### src/rtl/gfx256_pixel_reader_if.sv
// Render-memory read bus between the pixel reader (master) and the framebuffer memory (slave).
// The 256-bit line fetch handshake: read_o is held until ack_i.
interface gfx256_pixel_reader_if #(
  parameter int MDW = 256
);
  logic           read_o;
  logic [31:0]    render_addr_o;
  logic [31:0]    render_sel_o;
  logic [MDW-1:0] render_dat_i;
  logic           ack_i;

  modport master (
    output read_o,
    output render_addr_o,
    output render_sel_o,
    input  render_dat_i,
    input  ack_i
  );

  modport slave (
    input  read_o,
    input  render_addr_o,
    input  render_sel_o,
    output render_dat_i,
    output ack_i
  );
endinterface

### src/rtl/gfx256_pixel_reader.sv
// Pixel readback: maps (x, y) to a 32-byte framebuffer line, fetches it through a
// single-line cache and returns the 8/16/32 bpp pixel zero-extended with a one-cycle ack.
module gfx256_pixel_reader #(
  parameter int point_width = 16,
  parameter int MDW         = 256
) (
  input  logic                   clk_i,
  input  logic                   rst_ni,
  input  logic [31:0]            target_base_i,
  input  logic [point_width-1:0] target_size_x_i,
  input  logic [point_width-1:0] target_size_y_i,
  input  logic [5:0]             bpp_i,
  input  logic [point_width-1:0] pixel_x_i,
  input  logic [point_width-1:0] pixel_y_i,
  input  logic                   read_req_i,
  input  logic                   invalidate_i,
  output logic                   busy_o,
  output logic                   ack_o,
  output logic [31:0]            color_o,
  output logic                   oob_o,
  gfx256_pixel_reader_if.master  mem
);

  typedef enum logic [2:0] {
    ST_IDLE   = 3'd0,
    ST_CALC   = 3'd1,
    ST_ADDR   = 3'd2,
    ST_LOOKUP = 3'd3,
    ST_READ   = 3'd4,
    ST_RESP   = 3'd5
  } state_e;

  state_e                 state_q, state_d;
  logic [point_width-1:0] x_q, x_d, y_q, y_d, sx_q, sx_d, sy_q, sy_d;
  logic [31:0]            base_q, base_d;
  logic [1:0]             bsh_q, bsh_d;        // log2(bytes per pixel)
  logic [31:0]            idx_q, idx_d;
  logic                   oob_pend_q, oob_pend_d;
  logic [31:0]            line_q, line_d;
  logic [7:0]             bitpos_q, bitpos_d;
  logic                   valid_q, valid_fill_s;
  logic                   valid_d;
  logic [31:0]            tag_q, tag_d;
  logic [MDW-1:0]         cache_q, cache_d;
  logic                   read_q, read_d;
  logic [31:0]            addr_q, addr_d;
  logic [31:0]            sel_q, sel_d;
  logic                   ack_q, ack_d;
  logic [31:0]            color_q, color_d;
  logic                   oob_q, oob_d;
  logic                   busy_q, busy_d;
  logic [31:0]            off_s;

  // Shift the line down to the pixel and keep only bpp bits.
  function automatic logic [31:0] extract_px(input logic [MDW-1:0] data,
                                             input logic [7:0]     bitpos,
                                             input logic [1:0]     bsh);
    logic [MDW-1:0] sh;
    sh = data >> bitpos;
    case (bsh)
      2'd0:    extract_px = {24'h000000, sh[7:0]};
      2'd1:    extract_px = {16'h0000, sh[15:0]};
      default: extract_px = sh[31:0];
    endcase
  endfunction

  assign off_s = idx_q << bsh_q;

  // Next-state and datapath decode for the request pipeline.
  always_comb begin
    state_d      = state_q;
    x_d          = x_q;
    y_d          = y_q;
    sx_d         = sx_q;
    sy_d         = sy_q;
    base_d       = base_q;
    bsh_d        = bsh_q;
    idx_d        = idx_q;
    oob_pend_d   = oob_pend_q;
    line_d       = line_q;
    bitpos_d     = bitpos_q;
    valid_fill_s = valid_q;
    tag_d        = tag_q;
    cache_d      = cache_q;
    read_d       = read_q;
    addr_d       = addr_q;
    sel_d        = sel_q;
    ack_d        = 1'b0;
    color_d      = color_q;
    oob_d        = oob_q;

    case (state_q)
      ST_IDLE: begin
        if (read_req_i) begin
          x_d    = pixel_x_i;
          y_d    = pixel_y_i;
          sx_d   = target_size_x_i;
          sy_d   = target_size_y_i;
          base_d = target_base_i;
          case (bpp_i)
            6'd8:    bsh_d = 2'd0;
            6'd16:   bsh_d = 2'd1;
            default: bsh_d = 2'd2;
          endcase
          state_d = ST_CALC;
        end else begin
          state_d = ST_IDLE;
        end
      end
      ST_CALC: begin
        idx_d      = 32'(y_q) * 32'(sx_q) + 32'(x_q);
        oob_pend_d = (x_q >= sx_q) | (y_q >= sy_q);
        state_d    = ST_ADDR;
      end
      ST_ADDR: begin
        line_d   = base_q + {off_s[31:5], 5'b00000};
        bitpos_d = {off_s[4:0], 3'b000};
        state_d  = ST_LOOKUP;
      end
      ST_LOOKUP: begin
        if (oob_pend_q) begin
          color_d = 32'h0000_0000;
          oob_d   = 1'b1;
          ack_d   = 1'b1;
          state_d = ST_RESP;
        end else if (valid_q && !invalidate_i && (tag_q == line_q)) begin
          color_d = extract_px(cache_q, bitpos_q, bsh_q);
          oob_d   = 1'b0;
          ack_d   = 1'b1;
          state_d = ST_RESP;
        end else begin
          read_d  = 1'b1;
          addr_d  = line_q;
          sel_d   = 32'hFFFF_FFFF;
          state_d = ST_READ;
        end
      end
      ST_READ: begin
        if (mem.ack_i) begin
          cache_d      = mem.render_dat_i;
          tag_d        = line_q;
          valid_fill_s = 1'b1;
          color_d      = extract_px(mem.render_dat_i, bitpos_q, bsh_q);
          oob_d        = 1'b0;
          read_d       = 1'b0;
          sel_d        = 32'h0000_0000;
          ack_d        = 1'b1;
          state_d      = ST_RESP;
        end else begin
          state_d = ST_READ;
        end
      end
      ST_RESP: begin
        state_d = ST_IDLE;
      end
      default: begin
        read_d  = 1'b0;
        sel_d   = 32'h0000_0000;
        state_d = ST_IDLE;
      end
    endcase

    // Invalidate beats a same-cycle fill; the fetched colour is still returned.
    valid_d = invalidate_i ? 1'b0 : valid_fill_s;
    busy_d  = (state_d != ST_IDLE);
  end

  // State and datapath registers.
  always_ff @(posedge clk_i or negedge rst_ni) begin
    if (!rst_ni) begin
      state_q    <= ST_IDLE;
      x_q        <= '0;
      y_q        <= '0;
      sx_q       <= '0;
      sy_q       <= '0;
      base_q     <= 32'h0000_0000;
      bsh_q      <= 2'd0;
      idx_q      <= 32'h0000_0000;
      oob_pend_q <= 1'b0;
      line_q     <= 32'h0000_0000;
      bitpos_q   <= 8'h00;
      valid_q    <= 1'b0;
      tag_q      <= 32'h0000_0000;
      cache_q    <= '0;
      read_q     <= 1'b0;
      addr_q     <= 32'h0000_0000;
      sel_q      <= 32'h0000_0000;
      ack_q      <= 1'b0;
      color_q    <= 32'h0000_0000;
      oob_q      <= 1'b0;
      busy_q     <= 1'b0;
    end else begin
      state_q    <= state_d;
      x_q        <= x_d;
      y_q        <= y_d;
      sx_q       <= sx_d;
      sy_q       <= sy_d;
      base_q     <= base_d;
      bsh_q      <= bsh_d;
      idx_q      <= idx_d;
      oob_pend_q <= oob_pend_d;
      line_q     <= line_d;
      bitpos_q   <= bitpos_d;
      valid_q    <= valid_d;
      tag_q      <= tag_d;
      cache_q    <= cache_d;
      read_q     <= read_d;
      addr_q     <= addr_d;
      sel_q      <= sel_d;
      ack_q      <= ack_d;
      color_q    <= color_d;
      oob_q      <= oob_d;
      busy_q     <= busy_d;
    end
  end

  assign busy_o            = busy_q;
  assign ack_o             = ack_q;
  assign color_o           = color_q;
  assign oob_o             = oob_q;
  assign mem.read_o        = read_q;
  assign mem.render_addr_o = addr_q;
  assign mem.render_sel_o  = sel_q;

endmodule

### src/flat_wrapper.sv
// flat-port wrapper written by rule: the top's interface ports become plain ports
module gfx256_pixel_reader_flat 
#(
  parameter int point_width = 16,
  parameter int MDW         = 256
)
  (clk_i, rst_ni, target_base_i, target_size_x_i, target_size_y_i, bpp_i, pixel_x_i, pixel_y_i, read_req_i, invalidate_i, busy_o, ack_o, color_o, oob_o, mem_read_o, mem_render_addr_o, mem_render_sel_o, mem_render_dat_i, mem_ack_i);
  gfx256_pixel_reader_if #(.MDW(MDW)) mem_i ();
  input  logic clk_i;
  input  logic rst_ni;
  input  logic [31:0] target_base_i;
  input  logic [point_width-1:0] target_size_x_i;
  input  logic [point_width-1:0] target_size_y_i;
  input  logic [5:0] bpp_i;
  input  logic [point_width-1:0] pixel_x_i;
  input  logic [point_width-1:0] pixel_y_i;
  input  logic read_req_i;
  input  logic invalidate_i;
  output logic busy_o;
  output logic ack_o;
  output logic [31:0] color_o;
  output logic oob_o;
  output wire logic [$bits(mem_i.read_o)-1:0] mem_read_o;
  output wire logic [$bits(mem_i.render_addr_o)-1:0] mem_render_addr_o;
  output wire logic [$bits(mem_i.render_sel_o)-1:0] mem_render_sel_o;
  input wire logic [$bits(mem_i.render_dat_i)-1:0] mem_render_dat_i;
  input wire logic [$bits(mem_i.ack_i)-1:0] mem_ack_i;
  assign mem_read_o = mem_i.read_o;
  assign mem_render_addr_o = mem_i.render_addr_o;
  assign mem_render_sel_o = mem_i.render_sel_o;
  assign mem_i.render_dat_i = mem_render_dat_i;
  assign mem_i.ack_i = mem_ack_i;
  gfx256_pixel_reader #(.point_width(point_width), .MDW(MDW)) u_core (.clk_i(clk_i), .rst_ni(rst_ni), .target_base_i(target_base_i), .target_size_x_i(target_size_x_i), .target_size_y_i(target_size_y_i), .bpp_i(bpp_i), .pixel_x_i(pixel_x_i), .pixel_y_i(pixel_y_i), .read_req_i(read_req_i), .invalidate_i(invalidate_i), .busy_o(busy_o), .ack_o(ack_o), .color_o(color_o), .oob_o(oob_o), .mem(mem_i));
endmodule
### config.mk
export PLATFORM = sky130hd
export DESIGN_NAME = gfx256_pixel_reader_flat
export DESIGN_NICKNAME = d
export VERILOG_FILES = /design/src/rtl/gfx256_pixel_reader_if.sv /design/src/rtl/gfx256_pixel_reader.sv /design/src/flat_wrapper.sv
export SDC_FILE = /design/constraint.sdc
export NUM_CORES = 2
export LEC_CHECK = 0
export CAP_MARGIN = 0
export CORE_MARGIN = 5
export CORE_UTILIZATION = 50
export CTS_BUF_LIST = sky130_fd_sc_hd__clkbuf_2
export CTS_CLUSTER_DIAMETER = 100
export CTS_CLUSTER_SIZE = 8
export DETAILED_ROUTE_END_ITERATION = 8
export HOLD_SLACK_MARGIN = 0.15
export PLACE_DENSITY = 0.82
export SYNTH_ARGS = -nofsm -noshare
export SYNTH_HDL_FRONTEND = slang
export SYNTH_SLANG_ARGS = --single-unit
### constraint.sdc
create_clock -name clk_i -period 8.25 [get_ports clk_i]
set_input_delay 1.65 -clock clk_i [delete_from_list [all_inputs] [get_ports clk_i]]
set_output_delay 1.65 -clock clk_i [all_outputs]
set_load 0.01 [all_outputs]
* Yosys cells after proc, flatten, opt, wreduce, memory -nomap -nowiden
Index checks and enable logic that the tools add are counted.
Word-level totals: register bits 560, output and inout bits 100, word-level logic and storage cells 92
Cells by class: $add $sub $neg 2, multiply operators 1, order comparisons 2, equal/unequal tests 13, shift-type cells 3, mux-type cells 30, bitwise gates (word level) 4, reductions and logical operators 16
Operators by type and width (count):
- 256-bit by 8-bit right shift with 32-bit output | 2
- 32-bit 2-to-1 mux | 6
- 32-bit one-hot mux with 2 select lines | 3
- 32-bit one-hot mux with 3 select lines | 1
- 32-bit by 16-bit adder with 32-bit output | 1
- 32-bit adder | 1
- 32-bit equality test | 1
- 16-bit greater-or-equal comparator | 2
- 16-bit by 16-bit multiplier with 32-bit output | 1
- 32-bit by 2-bit << shifter with 32-bit output | 1
- 3-bit one-hot mux with 5 select lines | 1
- 1-bit 2-to-1 mux | 14
- 3-bit by 2-bit equality test with 1-bit output (second input constant) | 2
- 3-bit equality test (second input constant) | 2
- 6-bit by 4-bit equality test with 1-bit output (second input constant) | 1
- 6-bit by 5-bit equality test with 1-bit output (second input constant) | 1
- 2-bit != test (second input constant) | 3
- 2-bit AND reduction | 3
- 3-bit AND reduction | 2
- 2-bit nonzero test | 3
- 1-bit one-hot mux with 2 select lines | 2
- 2-bit one-hot mux with 2 select lines | 1
- 4-bit AND reduction | 1
- 4-bit OR reduction | 1
- 12 further kinds | 15

* Depth between registers and ports, before layout
depth in word-level cells 7, mapped depth 25

* Worst setup path before layout
Ideal clock, no wire load.
path kind reg-to-reg, start point reg u_core.y_q[13], end point reg u_core.idx_q[28], setup time 125 ps, arrival 5921 ps, data required time 8125 ps, path slack 2204 ps, cell stages (with the launch flop) 23, path buffers 3, clock period less this slack 6046 ps, cells stage by stage dfrtp_1 clkbuf_1 clkbuf_1 nand2_1 fa_1 fa_1 inv_1 fa_1 fa_1 inv_1 fa_1 fa_1 inv_1 ha_1 buf_2 a41o_1 a221oi_1 o22ai_1 a2111oi_2 o21ai_1 a21oi_1 xnor2_1 mux2_2
Between the ends: longest elaborated chain between the ends 2
RTL lines:
- start, declared | line gfx256_pixel_reader.sv:34 | logic [point_width-1:0] x_q, x_d, y_q, y_d, sx_q, sx_d, sy_q, sy_d;
- start signal, assigned | line gfx256_pixel_reader.sv:195 | y_q <= y_d;
- 16-bit by 16-bit multiplier with 32-bit output | line gfx256_pixel_reader.sv:111 | idx_d = 32'(y_q) * 32'(sx_q) + 32'(x_q);
- 32-bit by 16-bit adder with 32-bit output | line gfx256_pixel_reader.sv:111
- end signal, assigned | line gfx256_pixel_reader.sv:200 | idx_q <= idx_d;
- end, declared | line gfx256_pixel_reader.sv:37 | logic [31:0] idx_q, idx_d;
Every way passes these cells. A chain may end at the register's enable or synchronous reset.

* Worst setup path in the final report
start point reg u_core.y_q[8], end point reg u_core.idx_q[28]
Same word-level chain as after synthesis.

==> flow_metrics.py <==
metrics = {
    "worst_setup_path": {
        "crit_fanout": 18,
        "r2r-end": "u_core.idx_q[28]$_DFFE_PN0P_",
        "path_buf_inv": 3,
        "rrSetupSlack_ns": 1.68,
        "path_cells": "nand2_1 > fa_1 > inv_1 > fa_1 > inv_1 > fa_1 > fa_1 > fa_1 > fa_1 > inv_1 > ha_1 > a41o_1 > a221oi_1 > o22ai_1 > a2111oi_2 > o21ai_1 > a21oi_1 > xnor2_1 > mux2_2",
        "crit_arrival_ns": 7.64,
        "r2r_cells": 19,
        "required_ns": 9.31,
        "crit_family": "adder cells",
        "cp-start-kind": "flop",
        "cpMostUsedCell": "fa_1",
        "crit_type": "reg -> reg",
        "worst_setup_path_end_kind": "flop",
        "cpMaxStageDelayCell": "dfrtp_1",
        "reg2reg_from": "u_core.y_q[8]$_DFFE_PN0P_",
        "cp_slowest_stage_delay_ns": 0.81,
    },
    "yosys": {
        "ys_seq_area_share_pct": 28.10,
        "synthesis.nets": 5061,
        "synthFlopType": "dfrtp_1",
        "synth_cell_types": 73,
        "synth_edf_count": 0,
        "ys_warn_count": 0,
        "syn_inst": 4323,
        "synth.avg_cell_area_um2": 10.88,
        "mappedNetlistArea_um2": 47020,
        "async_reset_ff_share_pct": 100.0,
        "synth-seq-cells": 528,
    },
    "grt": {
        "grt_antenna_before_repair": 24,
        "grt_overflow": 0,
        "grt_max_degree": 161,
        "grt_pass1_vias": 37600,
        "grt_util_all_layers_pct": 28.59,
        "grt_pass1_wl_um": 223100,
    },
    "sta": {
        "fin_crit_sh_pct": 79.67,
        "relSlewSlack_pct": 22.91,
        "fmax_ghz": 0.1521,
        "tightest_slew_ns": 1.156,
        "hold_viol": 0,
        "setup_tns_ns": 0,
        "holdWs_ns": 0.3814,
        "finalSetupViolCount": 0,
        "setup_ws_ns": 1.677,
        "slew_violations": 0,
        "rsz0062_at_grt": "no",
        "fin_crit_ns": 6.573,
        "finClkSkew_ns": 0.1136,
    },
    "clock_tree": {
        "tritoncts.num_buffers": 76,
        "cts_tree": "done",
        "cts_max_level": 3,
        "cts_buffer_depth": 3,
        "clk_pin_slew_worst_paths_ns": 0.20,
        "cts-resized-gates": 0,
        "cts.sinks": 528,
        "root_buffer": "clkbuf_2",
        "cts_setup_buffers": 0,
        "clk_latency_ns": 1.25,
        "cts_hold_buf": 0,
    },
    "final_layout": {
        "drive_above_1_share_pct": 20.29,
        "area_growth_pct": 11.38,
        "finalNetCount": 5287,
        "fillerInstances": 7851,
    },
    "status": {
        "status": "finished clean",
    },
    "floorplanning": {
        "die-area_um2": 100300,
        "pin_count": 463,
        "coreArea_um2": 93330,
        "start_util_pct": 50.38,
        "die_w_um": 316.6,
        "dieHeight_um": 316.6,
        "num_rows": 112,
    },
    "place": {
        "routabilityCongestion": 0.9472,
        "dp_hpwl_um": 107600,
        "post-place-ws_ns": 1.757,
        "numPortBuffers": 462,
    },
    "min_path": {
        "holdCritPathClass": "in -> async",
    },
    "route": {
        "top_layer": "met5",
        "vias": 37170,
        "first_pass_iters": 6,
        "ant_nets": 0,
        "wl_per_cell_um": 24.86,
        "met1Wirelength_um": 55430,
        "drc": 0,
        "dr_wl_met2_um": 66330,
        "viasPerCell": 6.376,
        "drt-total-wl_um": 144900,
        "drtIter0Drc": 3901,
        "met3_length_um": 15210,
    },
    "run": {
        "cap_violations": 0,
    },
}
-- logic make-up (layout without fill, tap and decap cells) --
| logic type | Yosys count | in the layout | synth area share (%) |
|---|---|---|---|
| and+or+nand+nor | 896 | 896 | 8.606 |
| AOI/OAI and AO/OA | 726 | 726 | 9.663 |
| muxes | 1034 | 1034 | 32.05 |
| buffers and inverters | 679 | 916 | 6.645 |
| xor gates and xnor gates | 85 | 85 | 1.583 |
| DFF | 528 | 528 | 28.10 |
| adders and majority gates | 375 | 375 | 13.35 |
| other | 0 | 16 | 0 |
-- per-stage QoR --
step | util, % | instances | area (µm²)
3_5_place_dp | 55.48 | 5725 | 51780
4_1_cts | 56.07 | 5814 | 52330
2_1_floorplan | - | 4323 | 47020
6_report | 56.11 | 5830 | 52370
3_3_place_gp | 55.48 | 5725 | 51780
5_1_grt | 56.08 | 5818 | 52340
-- cell type report --
| class | instances | area, µm² | share of cell area (%) |
|---|---|---|---|
| Multi-Input combinational cell | 3116 | 30710 | 58.64 |
| Sequential cell | 528 | 13230 | 25.26 |
| Timing Repair Buffer | 503 | 5050 | 9.643 |
| Tap cell | 1254 | 1569 | 2.996 |
| Inverter | 324 | 1224 | 2.337 |
| Clock buffer | 80 | 400.4 | 0.7646 |
| Clock inverter | 9 | 147.6 | 0.2819 |
| Antenna cell | 16 | 40.04 | 0.07646 |
-- registers in the layout, summed over array words and instances (netlist names), 5 cells and up --
name,cells
u_core.cache_q,256
u_core.base_q,32
u_core.color_o,32
u_core.idx_q,32
u_core.line_q,32
u_core.mem.render_addr_o,32
u_core.tag_q,32
u_core.sx_q,16
u_core.sy_q,16
u_core.x_q,16
u_core.y_q,16
u_core.bitpos_q,5
-- how the worst max path moves through the flow --
stage	endpoint	startpoint	slack, ns	depth (start not counted)
2_1_floorplan	u_core.idx_q[28]$_DFFE_PN0P_	u_core.y_q[13]$_DFFE_PN0P_	2.20	22
3_3_place_gp	u_core.idx_q[28]$_DFFE_PN0P_	u_core.y_q[7]$_DFFE_PN0P_	1.89	21
3_5_place_dp	u_core.idx_q[28]$_DFFE_PN0P_	u_core.y_q[8]$_DFFE_PN0P_	1.76	19
4_1_cts	u_core.idx_q[28]$_DFFE_PN0P_	u_core.y_q[6]$_DFFE_PN0P_	1.78	21
5_1_grt	u_core.idx_q[30]$_DFFE_PN0P_	u_core.y_q[6]$_DFFE_PN0P_	1.43	21
6_report	u_core.idx_q[28]$_DFFE_PN0P_	u_core.y_q[8]$_DFFE_PN0P_	1.68	19
-- Yosys cell counts, drive strengths merged, types with 18 or more instances --
cell	count	share of area [%]
dfrtp	528	28
nor2	160	1.3
and2	104	1.4
nor3	25	0.27
inv	322	2.6
xnor2	55	1.0
a211oi	64	1.0
buf	210	2.9
nor2b	59	0.79
mux4	334	16
nand4	19	0.25
clkbuf	145	1.2
ha	164	4.4
o22ai	28	0.37
mux2	432	10
xor2	30	0.56
o211ai	18	0.29
nand2	446	3.6
a21oi	193	2.1
o21ai	229	2.4
nand3	29	0.31
fa	211	9.0
a21o	30	0.48
o221ai	23	0.43
mux2i	268	5.7
-- cells in the final DEF, fill, tap and decap left out, types with 59 or more instances in the layout --
| cell | instances |
|---|---|
| a21oi_1 | 193 |
| a211oi_1 | 64 |
| nor2b_1 | 59 |
| clkbuf_2 | 80 |
| dfrtp_1 | 522 |
| mux4_2 | 334 |
| mux2i_1 | 268 |
| o21ai_0 | 224 |
| and2_1 | 104 |
| inv_1 | 319 |
| mux2_2 | 432 |
| nand2_1 | 446 |
| ha_1 | 164 |
| fa_1 | 211 |
| clkdlybuf4s50_1 | 461 |
| nor2_1 | 157 |
-- layer usage --
layer	up-vias	global-route usage, %
li1	16050	-
met1	18590	37.08
met2	2048	45.07
met3	468	7.633
met4	20	13.60
met5	-	0
Power is left out: the tool's default activity adds up to more than one toggle a clock period on the data nets, which glitch-free logic cannot reach.
